`src/rtl/btn_step_pkg.sv`:
```
// Shared types and constants for the button front end: channel FSM states,
// default timing for a 100 MHz clock and the Nexys A7 button bit positions.
package btn_step_pkg;

    typedef enum logic [1:0] {
        IDLE   = 2'd0,
        HELD   = 2'd1,
        REPEAT = 2'd2
    } btn_state_e;

    localparam int          DEF_N_BTN           = 5;
    localparam int          DEF_DEBOUNCE_CYCLES = 1000000;
    localparam int          DEF_REPEAT_DELAY    = 50000000;
    localparam int          DEF_REPEAT_PERIOD   = 10000000;
    localparam logic [4:0]  DEF_REPEAT_MASK     = 5'b10000;

    localparam int BTN_U = 4;
    localparam int BTN_L = 3;
    localparam int BTN_C = 2;
    localparam int BTN_R = 1;
    localparam int BTN_D = 0;

    function automatic int max_int(input int a, input int b);
        return (a > b) ? a : b;
    endfunction

endpackage

```
`src/rtl/btn_step_ctrl_channel.sv`:
```
// One button: 2-flop synchroniser, debounce counter, press/release pulse FSM
// and a shared delay/period counter for auto-repeat.
module btn_channel
    import btn_step_pkg::*;
#(
    parameter int DEBOUNCE_CYCLES = DEF_DEBOUNCE_CYCLES,
    parameter int REPEAT_DELAY    = DEF_REPEAT_DELAY,
    parameter int REPEAT_PERIOD   = DEF_REPEAT_PERIOD,
    parameter bit REPEAT_EN       = 1'b0
) (
    input  logic clk_i,
    input  logic reset_i,
    input  logic btn_i,
    output logic level_o,
    output logic press_o,
    output logic release_o
);

    localparam int DW = $clog2(DEBOUNCE_CYCLES + 1);
    localparam int RW = $clog2(max_int(REPEAT_DELAY, REPEAT_PERIOD) + 1);

    localparam logic [DW-1:0] DEB_LAST    = DW'(DEBOUNCE_CYCLES - 1);
    localparam logic [DW-1:0] DEB_ONE     = DW'(1);
    localparam logic [RW-1:0] DELAY_LOAD  = RW'(REPEAT_DELAY - 1);
    localparam logic [RW-1:0] PERIOD_LOAD = RW'(REPEAT_PERIOD - 1);
    localparam logic [RW-1:0] REP_ONE     = RW'(1);

    logic [1:0]    sync_q;
    logic [DW-1:0] deb_cnt_q, deb_cnt_d;
    logic          level_q, level_d;
    btn_state_e    state_q, state_d;
    logic [RW-1:0] rep_cnt_q, rep_cnt_d;
    logic          press_q, press_d;
    logic          release_q, release_d;
    logic          rise, fall;

    always_ff @(posedge clk_i) begin
        if (reset_i) begin
            sync_q    <= '0;
            deb_cnt_q <= '0;
            level_q   <= 1'b0;
            state_q   <= IDLE;
            rep_cnt_q <= '0;
            press_q   <= 1'b0;
            release_q <= 1'b0;
        end else begin
            sync_q    <= {sync_q[0], btn_i};
            deb_cnt_q <= deb_cnt_d;
            level_q   <= level_d;
            state_q   <= state_d;
            rep_cnt_q <= rep_cnt_d;
            press_q   <= press_d;
            release_q <= release_d;
        end
    end

    // The level only flips once the synchronised input has disagreed with it
    // for DEBOUNCE_CYCLES consecutive cycles.
    always_comb begin
        deb_cnt_d = deb_cnt_q;
        level_d   = level_q;
        if (sync_q[1] == level_q) begin
            deb_cnt_d = '0;
        end else if (deb_cnt_q == DEB_LAST) begin
            level_d   = ~level_q;
            deb_cnt_d = '0;
        end else begin
            deb_cnt_d = deb_cnt_q + DEB_ONE;
        end
    end

    assign rise = level_d & ~level_q;
    assign fall = ~level_d & level_q;

    always_comb begin
        state_d = state_q;
        case (state_q)
            IDLE:    if (rise) state_d = HELD;
            HELD: begin
                if (fall)                                  state_d = IDLE;
                else if (REPEAT_EN && rep_cnt_q == '0)     state_d = REPEAT;
            end
            REPEAT:  if (fall) state_d = IDLE;
            default: state_d = IDLE;
        endcase
    end

    // Release has priority over a repeat pulse falling due in the same cycle.
    always_comb begin
        press_d   = 1'b0;
        release_d = 1'b0;
        rep_cnt_d = rep_cnt_q;
        case (state_q)
            IDLE: begin
                if (rise) begin
                    press_d   = 1'b1;
                    rep_cnt_d = DELAY_LOAD;
                end
            end
            HELD, REPEAT: begin
                if (fall) begin
                    release_d = 1'b1;
                end else if (rep_cnt_q == '0) begin
                    if (REPEAT_EN) begin
                        press_d   = 1'b1;
                        rep_cnt_d = PERIOD_LOAD;
                    end
                end else begin
                    rep_cnt_d = rep_cnt_q - REP_ONE;
                end
            end
            default: ;
        endcase
    end

    assign level_o   = level_q;
    assign press_o   = press_q;
    assign release_o = release_q;

endmodule

```
`src/rtl/btn_step_ctrl.sv`:
```
// Button front end for the Nexys A7: one independent debounce/repeat channel
// per button, bit order {U, L, C, R, D}.
module btn_step_ctrl
    import btn_step_pkg::*;
#(
    parameter int               N_BTN           = DEF_N_BTN,
    parameter int               DEBOUNCE_CYCLES = DEF_DEBOUNCE_CYCLES,
    parameter int               REPEAT_DELAY    = DEF_REPEAT_DELAY,
    parameter int               REPEAT_PERIOD   = DEF_REPEAT_PERIOD,
    parameter logic [N_BTN-1:0] REPEAT_MASK     = N_BTN'(DEF_REPEAT_MASK)
) (
    input  logic             clk,
    input  logic             reset,
    input  logic [N_BTN-1:0] btn_in,
    output logic [N_BTN-1:0] btn_level,
    output logic [N_BTN-1:0] btn_press,
    output logic [N_BTN-1:0] btn_release
);

    for (genvar g = 0; g < N_BTN; g++) begin : g_chan
        btn_channel #(
            .DEBOUNCE_CYCLES (DEBOUNCE_CYCLES),
            .REPEAT_DELAY    (REPEAT_DELAY),
            .REPEAT_PERIOD   (REPEAT_PERIOD),
            .REPEAT_EN       (REPEAT_MASK[g])
        ) u_chan (
            .clk_i     (clk),
            .reset_i   (reset),
            .btn_i     (btn_in[g]),
            .level_o   (btn_level[g]),
            .press_o   (btn_press[g]),
            .release_o (btn_release[g])
        );
    end

endmodule

```
`config.mk`:
```
export PLATFORM = sky130hd
export DESIGN_NAME = btn_step_ctrl
export DESIGN_NICKNAME = d
export VERILOG_FILES = /design/src/rtl/btn_step_pkg.sv /design/src/rtl/btn_step_ctrl_channel.sv /design/src/rtl/btn_step_ctrl.sv
export SDC_FILE = /design/constraint.sdc
export NUM_CORES = 1
export LEC_CHECK = 0
export CORE_ASPECT_RATIO = 1.2
export CORE_MARGIN = 5
export CORE_UTILIZATION = 55
export DETAILED_ROUTE_END_ITERATION = 10
export PLACE_DENSITY = 0.81
export SYNTH_ARGS = -nofsm -noshare
export SYNTH_HDL_FRONTEND = slang
export SYNTH_SLANG_ARGS = --single-unit
```
`constraint.sdc`:
```
create_clock -name clk -period 3.14 [get_ports clk]
set_input_delay 0.314 -clock clk [delete_from_list [all_inputs] [get_ports clk]]
set_output_delay 0.314 -clock clk [all_outputs]
set_load 0.05 [all_outputs]
```
==> impl_metrics.json, run 1 <==
{
  "status": "finished clean",
  "place_ws_ns": 0.6178,
  "grt_pass1_wl_mm": 23.63,
  "synthTopCellsByArea": "dfxtp_1 44%, nor2_1 7.0%, xor2_1 6.5%",
  "drc_errors": 0,
  "clk_latency_ns": 0.42,
  "core_um2": 12720,
  "critPathLaunch": "g_chan[4].u_chan.state_q[0]$_SDFFE_PP0P_",
  "timing.rr.end": "g_chan[4].u_chan.rep_cnt_q[23]$_SDFFE_PP0P_",
  "cp-end-kind": "flop",
  "slowest_delay_ns": 0.75,
  "synth_cells": 843,
  "wl_mm": 13.71,
  "fin_area_um2": 7990,
  "skew_ns": 0.009809,
  "vdd_drop_max_uv": 465.7,
  "muxShareOfSynthArea_pct": 0.7137,
  "h-tree-depth": 4,
  "worstPathMaxFanout": 12,
  "hold_viol_final": 0,
  "top_level_ports": 22,
  "synthSimpleGateAreaFrac_pct": 29.30,
  "fmaxAchievable_ghz": 0.3938,
  "synth_fa_ha_area_share_pct": 1.915,
  "fin_hold_ws_ns": 0.3293,
  "critical_path_depth": 7,
  "grt_use_total_pct": 18.50,
  "drive_above_1_share_pct": 5.588,
  "tns_ns": 0,
  "io_buffers": 21,
  "gp_congestion": 0.8935,
  "grt_setup_unrepaired": "no",
  "synth-compound-area-share_pct": 9.782,
  "hp-class": "in -> reg",
  "antenna_found_initial": 0,
  "root_buffer": "clkbuf_16",
  "synth_async_sr_flop_share_pct": 0,
  "cp-start-kind": "flop",
  "rrSetupSlack_ns": 0.60,
  "dp_hpwl_mm": 9.355,
  "slew_headroom_pct": 38.34,
  "grt_max_degree": 27,
  "cts_tree": "built",
  "nNetsFinal": 864,
  "worstSetupPathType": "reg -> reg",
  "min_period_ns": 2.539,
  "tightestPinTransition_ns": 0.9249,
  "rr_worst_depth": 7,
  "cap_viol_max_count": 0,
  "overflow": 0,
  "drt-initial-drc-count": 310,
  "setup_slack_ns": 0.6008,
  "ys_ff_latch": 157,
  "synth_top_family_by_area": "simple AND/OR/NAND/NOR gates",
  "synth_xor_area_share_pct": 10.36,
  "synth_fp_nets": 861,
  "synth_top_area_cell": "dfxtp_1",
  "timing.final.crit_share_pct": 80.87,
  "cp_slowest_cell": "a21oi_1",
  "post_cts_resized": 0,
  "dieWidth_um": 114.4,
  "clock_sinks": 157,
  "synth.most_common_cell": "dfxtp_1",
  "worstPathRequired_ns": 3.43,
  "numCtsBuffers": 17,
  "synth_edf_count": 0,
  "path_cells": "inv_1 > ha_1 > inv_1 > a21oi_1 > o21ai_0 > a21oi_1 > a311oi_1",
  "fp-row-count": 45,
  "yosysWarnings": 0,
  "syn-cell-area_um2": 7188,
  "crit_buf_inv": 2,
  "nFillCells": 1081,
  "clkTransAtPathRegs_ns": 0.06,
  "antenna_cells": 0,
  "synth_common_cells": "157 x dfxtp_1, 134 x nor2_1, 65 x nand2_1",
  "power.density_nw_per_um2": 506.5,
  "vias_per_cell": 5.674,
  "clock_path_buffers": 2,
  "maxSlewViolCount": 0,
  "finalSetupViolCount": 0,
  "yosysSeqAreaShare_pct": 43.72,
  "place_area_um2": 7420,
  "ys_types": 54,
  "die_area_um2": 15460,
  "final_antenna_net_count": 0,
  "synth_top_area_share_pct": 43.72,
  "r2r_start": "g_chan[4].u_chan.state_q[0]$_SDFFE_PP0P_",
  "cts_hold_buf": 0,
  "route.vias.total": 5805,
  "arrival_ns": 2.83,
  "crit_family": "compound AO/OA/AOI/OAI gates",
  "synthToLayoutAreaGrowth_pct": 11.16,
  "start_util_pct": 56.49,
  "wire_per_inst_um": 13.40,
  "postSynthAreaPerCell_um2": 8.527,
  "cts_setup_buffers": 0,
  "dr.pass1.iters": 4,
  "synthFlopType": "dfxtp_1",
  "power_leakage_nw": 2.672,
  "chipHeight_um": 135.2,
  "worstSetupEndpoint": "g_chan[4].u_chan.rep_cnt_q[23]$_SDFFE_PP0P_",
  "grt_pass1_vias": 5338
}
## metal layers
metal	track usage (%)	up-vias	share of wire (%)
met5	0	-	0
met4	8.647	0	2.1
met3	4.021	26	3.2
met2	32.26	92	50
met1	21.48	2729	45
li1	-	2958	-
## cells by family after synthesis
group,after synthesis
DFF,157
AOI/OAI and AO/OA,114
and+or+nand+nor,408
xor gates and xnor gates,85
adders and majority gates,11
buffers and inverters,63
muxes,5
## where the power goes
group	switching (W)	internal, W
clock network	0.000788	0.00119
logic	0.0000336	0.0000208
registers	0.0000109	0.00200
## placed cells by master, fill, tap and decap left out, drive strengths merged, types with 9 or more instances in the layout
cell type        n
dfxtp          157
nor2           134
nand2           66
xor2            53
nand3           47
a21oi           42
o21ai           37
xnor2           32
nor4            25
nor3            22
and3            22
clkbuf          22
clkdlybuf4s50   20
inv             19
nand4           17
or3             14
nor2b           14
and4            11
ha              11
a311oi          10
nor4b            9
## final cells by class
| class | instances | area [um2] | area share (%) |
|---|---|---|---|
| Multi-Input combinational cell | 623 | 3742 | 46.84 |
| Sequential cell | 157 | 3143 | 39.34 |
| Clock buffer | 22 | 454.2 | 5.684 |
| Timing Repair Buffer | 28 | 257.7 | 3.226 |
| Tap cell | 164 | 205.2 | 2.568 |
| Clock inverter | 10 | 116.4 | 1.456 |
| Inverter | 19 | 71.32 | 0.8926 |
## flip-flops by register name, indices dropped and copies added, names as in the netlist
name,count
g_chan.u_chan.press_o,5
g_chan.u_chan.state_q,6
g_chan.u_chan.rep_cnt_q,26
g_chan.u_chan.deb_cnt_q,100
g_chan.u_chan.release_o,5
g_chan.u_chan.sync_q,10
g_chan.u_chan.level_o,5
## worst min-delay path by stage
stage,to,startpoint,cells past startpoint
floorplan,g_chan[0].u_chan.sync_q[1]$_SDFF_PP0_,g_chan[0].u_chan.sync_q[0]$_SDFF_PP0_,1
global placement,g_chan[2].u_chan.sync_q[1]$_SDFF_PP0_,g_chan[2].u_chan.sync_q[0]$_SDFF_PP0_,1
detailed placement,g_chan[2].u_chan.sync_q[1]$_SDFF_PP0_,g_chan[2].u_chan.sync_q[0]$_SDFF_PP0_,1
CTS,g_chan[2].u_chan.state_q[0]$_SDFFE_PP0P_,reset,2
global route,g_chan[2].u_chan.level_o$_SDFF_PP0_,reset,2
finish,g_chan[2].u_chan.state_q[0]$_SDFFE_PP0P_,reset,2
## through the flow
step	total power, W	utilization, %	std cells
finish	0.004047	62.79	1023
global route	0.004189	62.79	1023
global placement	0.002113	58.31	991
CTS	0.004091	62.79	1023
floorplan	0.002095	-	843
detailed placement	0.002115	58.31	991
No activity file was read; power rests on OpenSTA's default activity.
==> run 2, diff against run 1 <==
PLACE_DENSITY = 0.83   (was 0.81)
clock period = 2.2 ns   (was 3.14 ns; I/O delays follow)
==> impl_metrics.json, run 2 (synthesis gave the netlist of run 1 again) <==
{
  "worstPathRequired_ns": 2.56,
  "top_level_ports": 22,
  "maxSlewViolCount": 0,
  "core_um2": 12720,
  "drc_errors": 0,
  "largest_register": "g_chan.u_chan.deb_cnt_q",
  "vias_per_cell": 5.721,
  "grt_max_degree": 47,
  "antenna_cells": 0,
  "power_leakage_nw": 2.988,
  "hp-class": "in -> reg",
  "final_antenna_net_count": 0,
  "io_buffers": 21,
  "dr.pass1.iters": 6,
  "clock_sinks": 157,
  "grt_setup_unrepaired": "yes",
  "skew_ns": 0.006872,
  "slew_headroom_pct": 56.29,
  "wl_mm": 14.96,
  "worstSetupPathType": "reg -> reg",
  "final_cell_mix": "155 x dfxtp_1, 132 x nor2_1, 65 x nand2_1, 59 x buf_4, 53 x xor2_1",
  "largestRegisters": "g_chan.u_chan.deb_cnt_q (100), g_chan.u_chan.rep_cnt_q (26), g_chan.u_chan.sync_q (10)",
  "arrival_ns": 2.56,
  "rr_worst_depth": 6,
  "cp-start-kind": "flop",
  "grt_use_total_pct": 19.59,
  "numCtsBuffers": 17,
  "overflow": 0,
  "power.density_nw_per_um2": 698.5,
  "die_area_um2": 15460,
  "antenna_found_initial": 0,
  "fin_hold_ws_ns": 0.09027,
  "vdd_drop_max_uv": 529.2,
  "start_util_pct": 56.49,
  "min_period_ns": 2.200,
  "hold_viol_final": 0,
  "largest_register_ffs": 100,
  "grt_pass1_vias": 5800,
  "tightestPinTransition_ns": 0.6557,
  "synthToLayoutAreaGrowth_pct": 18.83,
  "h-tree-depth": 4,
  "status": "finished clean",
  "grt_pass1_wl_mm": 25.10,
  "dp_hpwl_mm": 9.766,
  "fmaxAchievable_ghz": 0.4546,
  "drive_above_1_share_pct": 12.81,
  "drt-initial-drc-count": 517,
  "clk_latency_ns": 0.43,
  "holdPathStages": 2,
  "place_area_um2": 7812,
  "cts_tree": "built",
  "route.vias.total": 6161,
  "finalSetupViolCount": 0,
  "root_buffer": "clkbuf_16",
  "nNetsFinal": 920,
  "fp-row-count": 45,
  "gp_congestion": 0.8480,
  "final-instance-count-excl-fill": 1077,
  "wire_per_inst_um": 13.89,
  "timing.final.crit_share_pct": 99.98,
  "clock_path_buffers": 2,
  "fin_area_um2": 8542,
  "final_common_cell": "dfxtp_1",
  "dp_cells": 1040,
  "worstPathMaxFanout": 3,
  "cap_viol_max_count": 0,
  "tns_ns": 0,
  "chipHeight_um": 135.2,
  "clkTransAtPathRegs_ns": 0.06,
  "cp-end-kind": "flop",
  "dieWidth_um": 114.4
}
-- run 2: changes by cell type in the layout (fill, tap and decap cells not counted), sizes merged --
| cell | delta |
|---|---|
| buf | +54 |
| clkbuf | -4 |
| bufinv | +2 |
| mux2 | +2 |
-- run 2: worst paths after layout --
| kind | startpoint | to | slack, ns |
|---|---|---|---|
| min | reset | g_chan[2].u_chan.sync_q[1]$_SDFF_PP0_ | 0.09 |
| max | g_chan[4].u_chan.deb_cnt_q[11]$_SDFF_PP0_ | g_chan[4].u_chan.rep_cnt_q[11]$_SDFFE_PP0P_ | 0.0004 |
| max reg2reg | g_chan[4].u_chan.deb_cnt_q[11]$_SDFF_PP0_ | g_chan[4].u_chan.rep_cnt_q[11]$_SDFFE_PP0P_ | 0.0004 |
| min reg2reg | g_chan[4].u_chan.sync_q[0]$_SDFF_PP0_ | g_chan[4].u_chan.sync_q[1]$_SDFF_PP0_ | 0.44 |
-- run 2: cell type report --
type	count	area (um2)
fillers	1008	4183
repair buffers	82	688.2
well taps	164	205.2
multi-input cells	625	3830
inverters	19	71.32
flip-flops and latches	157	3146
clock inverters	12	172.7
clock buffers	18	429.2
-- run 2: critical path, cell delays in order (launching register included) --
cell,delay [ns]
dfxtp_1,0.31
or4b_4,0.55
nor4_4,0.29
mux2i_2,0.12
buf_4,0.16
or4_1,0.54
a21oi_1,0.17
-- run 2: report_power, final --
part / internal, W / switching [W] / leakage [nW]
registers: 0.00286 / 0.0000151 / 1.27
clock network: 0.00188 / 0.00112 / 0.291
logic: 0.0000382 / 0.0000514 / 1.43
total: 0.00478 / 0.00119 / 2.99
-- run 2: repair_timing --
action                     4_1_cts  5_1_grt
cloned                           0        2
gates resized for setup          6       13
hold buffers                     0        0
setup endpoints to repair       18       28
buffers inserted                 3        2
pin swaps                        3        5
-- run 2: layer usage --
| metal | vias to the layer above | global-route usage (%) | part of all wire (%) |
|---|---|---|---|
| li1 | 3069 | - | - |
| met1 | 2857 | 22.46 | 43 |
| met2 | 185 | 34.05 | 50 |
| met3 | 50 | 5.049 | 4.5 |
| met4 | 0 | 8.845 | 3.0 |
| met5 | - | 0 | 0 |
-- run 2: through the flow --
step | util [%] | power, W | worst slack, ns
6_report | 67.13 | 0.005966 | 0.0003770
5_1_grt | 67.13 | 0.006146 | -0.1533
4_1_cts | 66.44 | 0.006012 | -0.02044
3_5_place_dp | 61.40 | 0.003026 | -0.3713
3_3_place_gp | 61.40 | 0.003024 | -0.2375
2_1_floorplan | - | 0.002990 | 0.02468
==> run 3, diff against run 2 <==
PLACE_DENSITY = 0.73   (was 0.83)
SLEW_MARGIN = 20   (was not set)
==> impl_metrics.json, run 3 (synthesis gave the netlist of run 1 again) <==
{
  "cp-start-kind": "flop",
  "core_um2": 12720,
  "root_buffer": "clkbuf_16",
  "drc_errors": 0,
  "largest_register_ffs": 100,
  "utilization_pct": 67.38,
  "seq_area_um2": 3147,
  "crit_buf_inv": 2,
  "wl_mm": 15.54,
  "drive_above_1_share_pct": 13.94,
  "top_level_ports": 22,
  "p_comb_share_pct": 1.5,
  "p_sw_w": 0.001196,
  "clkTransAtPathRegs_ns": 0.06,
  "cap_viol_max_count": 0,
  "vdd_drop_max_uv": 513.9,
  "cts_hold_buf": 0,
  "io_buffers": 21,
  "power_leakage_nw": 3.002,
  "worstPathRequired_ns": 2.55,
  "tightestPinTransition_ns": 0.6348,
  "power.density_nw_per_um2": 681.2,
  "maxSlewViolCount": 0,
  "antenna_cells": 0,
  "clkPwrFrac_pct": 49.3,
  "fp-row-count": 45,
  "grt_pass1_vias": 5948,
  "cp_slowest_cell": "or4b_4",
  "holdPathEnd": "g_chan[3].u_chan.level_o$_SDFF_PP0_",
  "clock_sinks": 157,
  "skew_ns": 0.005893,
  "dieWidth_um": 114.4,
  "hp-class": "in -> reg",
  "setup_slack_ns": -0.0004046,
  "overflow": 0,
  "worstSetupPathType": "reg -> reg",
  "rr_worst_depth": 7,
  "chipHeight_um": 135.2,
  "start_util_pct": 56.49,
  "arrival_ns": 2.55,
  "multi_input_area_um2": 3870,
  "hold_viol_final": 0,
  "clock_path_buffers": 2,
  "final_common_cell": "dfxtp_1",
  "grt_pass1_wl_mm": 26.14,
  "clk_latency_ns": 0.43,
  "r2r_start": "g_chan[4].u_chan.deb_cnt_q[11]$_SDFF_PP0_",
  "worstPathMaxFanout": 3,
  "h-tree-depth": 4,
  "nNetsFinal": 917,
  "hold_start": "reset",
  "vias_per_cell": 5.686,
  "min_period_ns": 2.200,
  "nFillCells": 1067,
  "grt_setup_unrepaired": "yes",
  "grt_use_total_pct": 20.46,
  "die_area_um2": 15460,
  "slowest_delay_ns": 0.54,
  "wire_per_inst_um": 14.45,
  "dp_hpwl_mm": 10.63,
  "status": "finished, violations left",
  "rrSetupSlack_ns": -0.0004,
  "synthToLayoutAreaGrowth_pct": 19.29,
  "path_cells": "or4b_4 > nor4_4 > buf_4 > mux2i_4 > buf_6 > or4_1 > a21oi_1",
  "crit_family": "simple AND/OR/NAND/NOR gates",
  "violations": "negative setup slack",
  "antenna_found_initial": 0,
  "p_total_w": 0.005841,
  "holdPathStages": 2,
  "finalSetupViolCount": 1,
  "route.vias.total": 6112,
  "grt_max_degree": 30,
  "timing.final.crit_share_pct": 100.0,
  "fmaxAchievable_ghz": 0.4545,
  "dr.pass1.iters": 5,
  "power.internal_w": 0.004645,
  "numCtsBuffers": 17,
  "cp-end-kind": "flop",
  "final_antenna_net_count": 0,
  "slew_headroom_pct": 57.68,
  "largestRegisters": "g_chan.u_chan.deb_cnt_q (100), g_chan.u_chan.rep_cnt_q (26), g_chan.u_chan.sync_q (10)",
  "final_cell_mix": "154 x dfxtp_1, 132 x nor2_1, 63 x nand2_1, 53 x xor2_1, 53 x buf_4",
  "timing.rr.end": "g_chan[4].u_chan.rep_cnt_q[11]$_SDFFE_PP0P_",
  "sw_frac_of_total_pct": 20.48,
  "seq_power_share_pct": 49.2,
  "gp_congestion": 0.8952,
  "cts_tree": "built",
  "drt-initial-drc-count": 451,
  "largest_register": "g_chan.u_chan.deb_cnt_q"
}
[run 3: timing repair]
action                     CTS  global route
gates resized for setup      7            29
gates cloned                 0             1
buffers inserted             3             3
setup endpoints to repair   27            37
pin swaps                    3             7
[run 3: metrics by stage]
stage	hold slack, ns	TNS (ns)	setup WS [ns]	instance area (um2)	std cells
after detailed placement	0.4255	-5.090	-0.3854	7790	1037
after CTS	0.1472	-0.01827	-0.01394	8431	1071
after global placement	0.4184	-3.357	-0.2484	7790	1037
after floorplan	0.3482	0	0.02468	7188	843
after global routing	0.1716	-0.3026	-0.05143	8574	1075
final	0.1704	-0.0004046	-0.0004046	8574	1075
[run 3: worst reg2reg max path, delay by kind of cell (launching register included)]
family / cells / cell delay, ns
buf+inv: 2 / 0.33
mux: 1 / 0.08
compound gates: 1 / 0.16
simple gates: 3 / 1.24
flops: 1 / 0.32
[run 3: how the worst max path moves through the flow]
stage	cells past startpoint	from	end	slack (ns)
floorplan	8	g_chan[4].u_chan.deb_cnt_q[0]$_SDFF_PP0_	g_chan[4].u_chan.rep_cnt_q[10]$_SDFFE_PP0P_	0.02
global placement	5	g_chan[4].u_chan.deb_cnt_q[10]$_SDFF_PP0_	g_chan[4].u_chan.rep_cnt_q[3]$_SDFFE_PP0P_	-0.25
detailed placement	7	g_chan[4].u_chan.deb_cnt_q[1]$_SDFF_PP0_	g_chan[4].u_chan.rep_cnt_q[20]$_SDFFE_PP0P_	-0.39
CTS	6	g_chan[4].u_chan.deb_cnt_q[10]$_SDFF_PP0_	g_chan[4].u_chan.rep_cnt_q[11]$_SDFFE_PP0P_	-0.01
global route	8	g_chan[4].u_chan.deb_cnt_q[11]$_SDFF_PP0_	g_chan[4].u_chan.rep_cnt_q[10]$_SDFFE_PP0P_	-0.05
finish	7	g_chan[4].u_chan.deb_cnt_q[11]$_SDFF_PP0_	g_chan[4].u_chan.rep_cnt_q[11]$_SDFFE_PP0P_	-0.0004
[run 3: power groups by stage]
| stage | sequential [W] | combinational (W) | clock, W |
|---|---|---|---|
| floorplan | 0.00294 | 0.0000548 | 0 |
| global placement | 0.00294 | 0.0000807 | 0 |
| detailed placement | 0.00294 | 0.0000836 | 0 |
| CTS | 0.00288 | 0.0000841 | 0.00293 |
| global route | 0.00288 | 0.0000939 | 0.00306 |
| finish | 0.00288 | 0.0000849 | 0.00288 |
[run 3: cell type report]
cell class                      count  share of cell area, %
Clock inverter                     10                  1.328
Sequential cell                   157                  36.70
Multi-Input combinational cell    624                  45.13
Inverter                           19                 0.8318
Clock buffer                       21                  5.487
Tap cell                          164                  2.393
Timing Repair Buffer               80                  8.128
[run 3: per-layer routing]
metal,GRT usage (%),part of all wire (%),up-vias
met5,0,0,-
met4,9.703,2.5,0
met3,4.066,3.4,34
met2,36.88,52,107
met1,22.89,42,2911
li1,-,-,3060
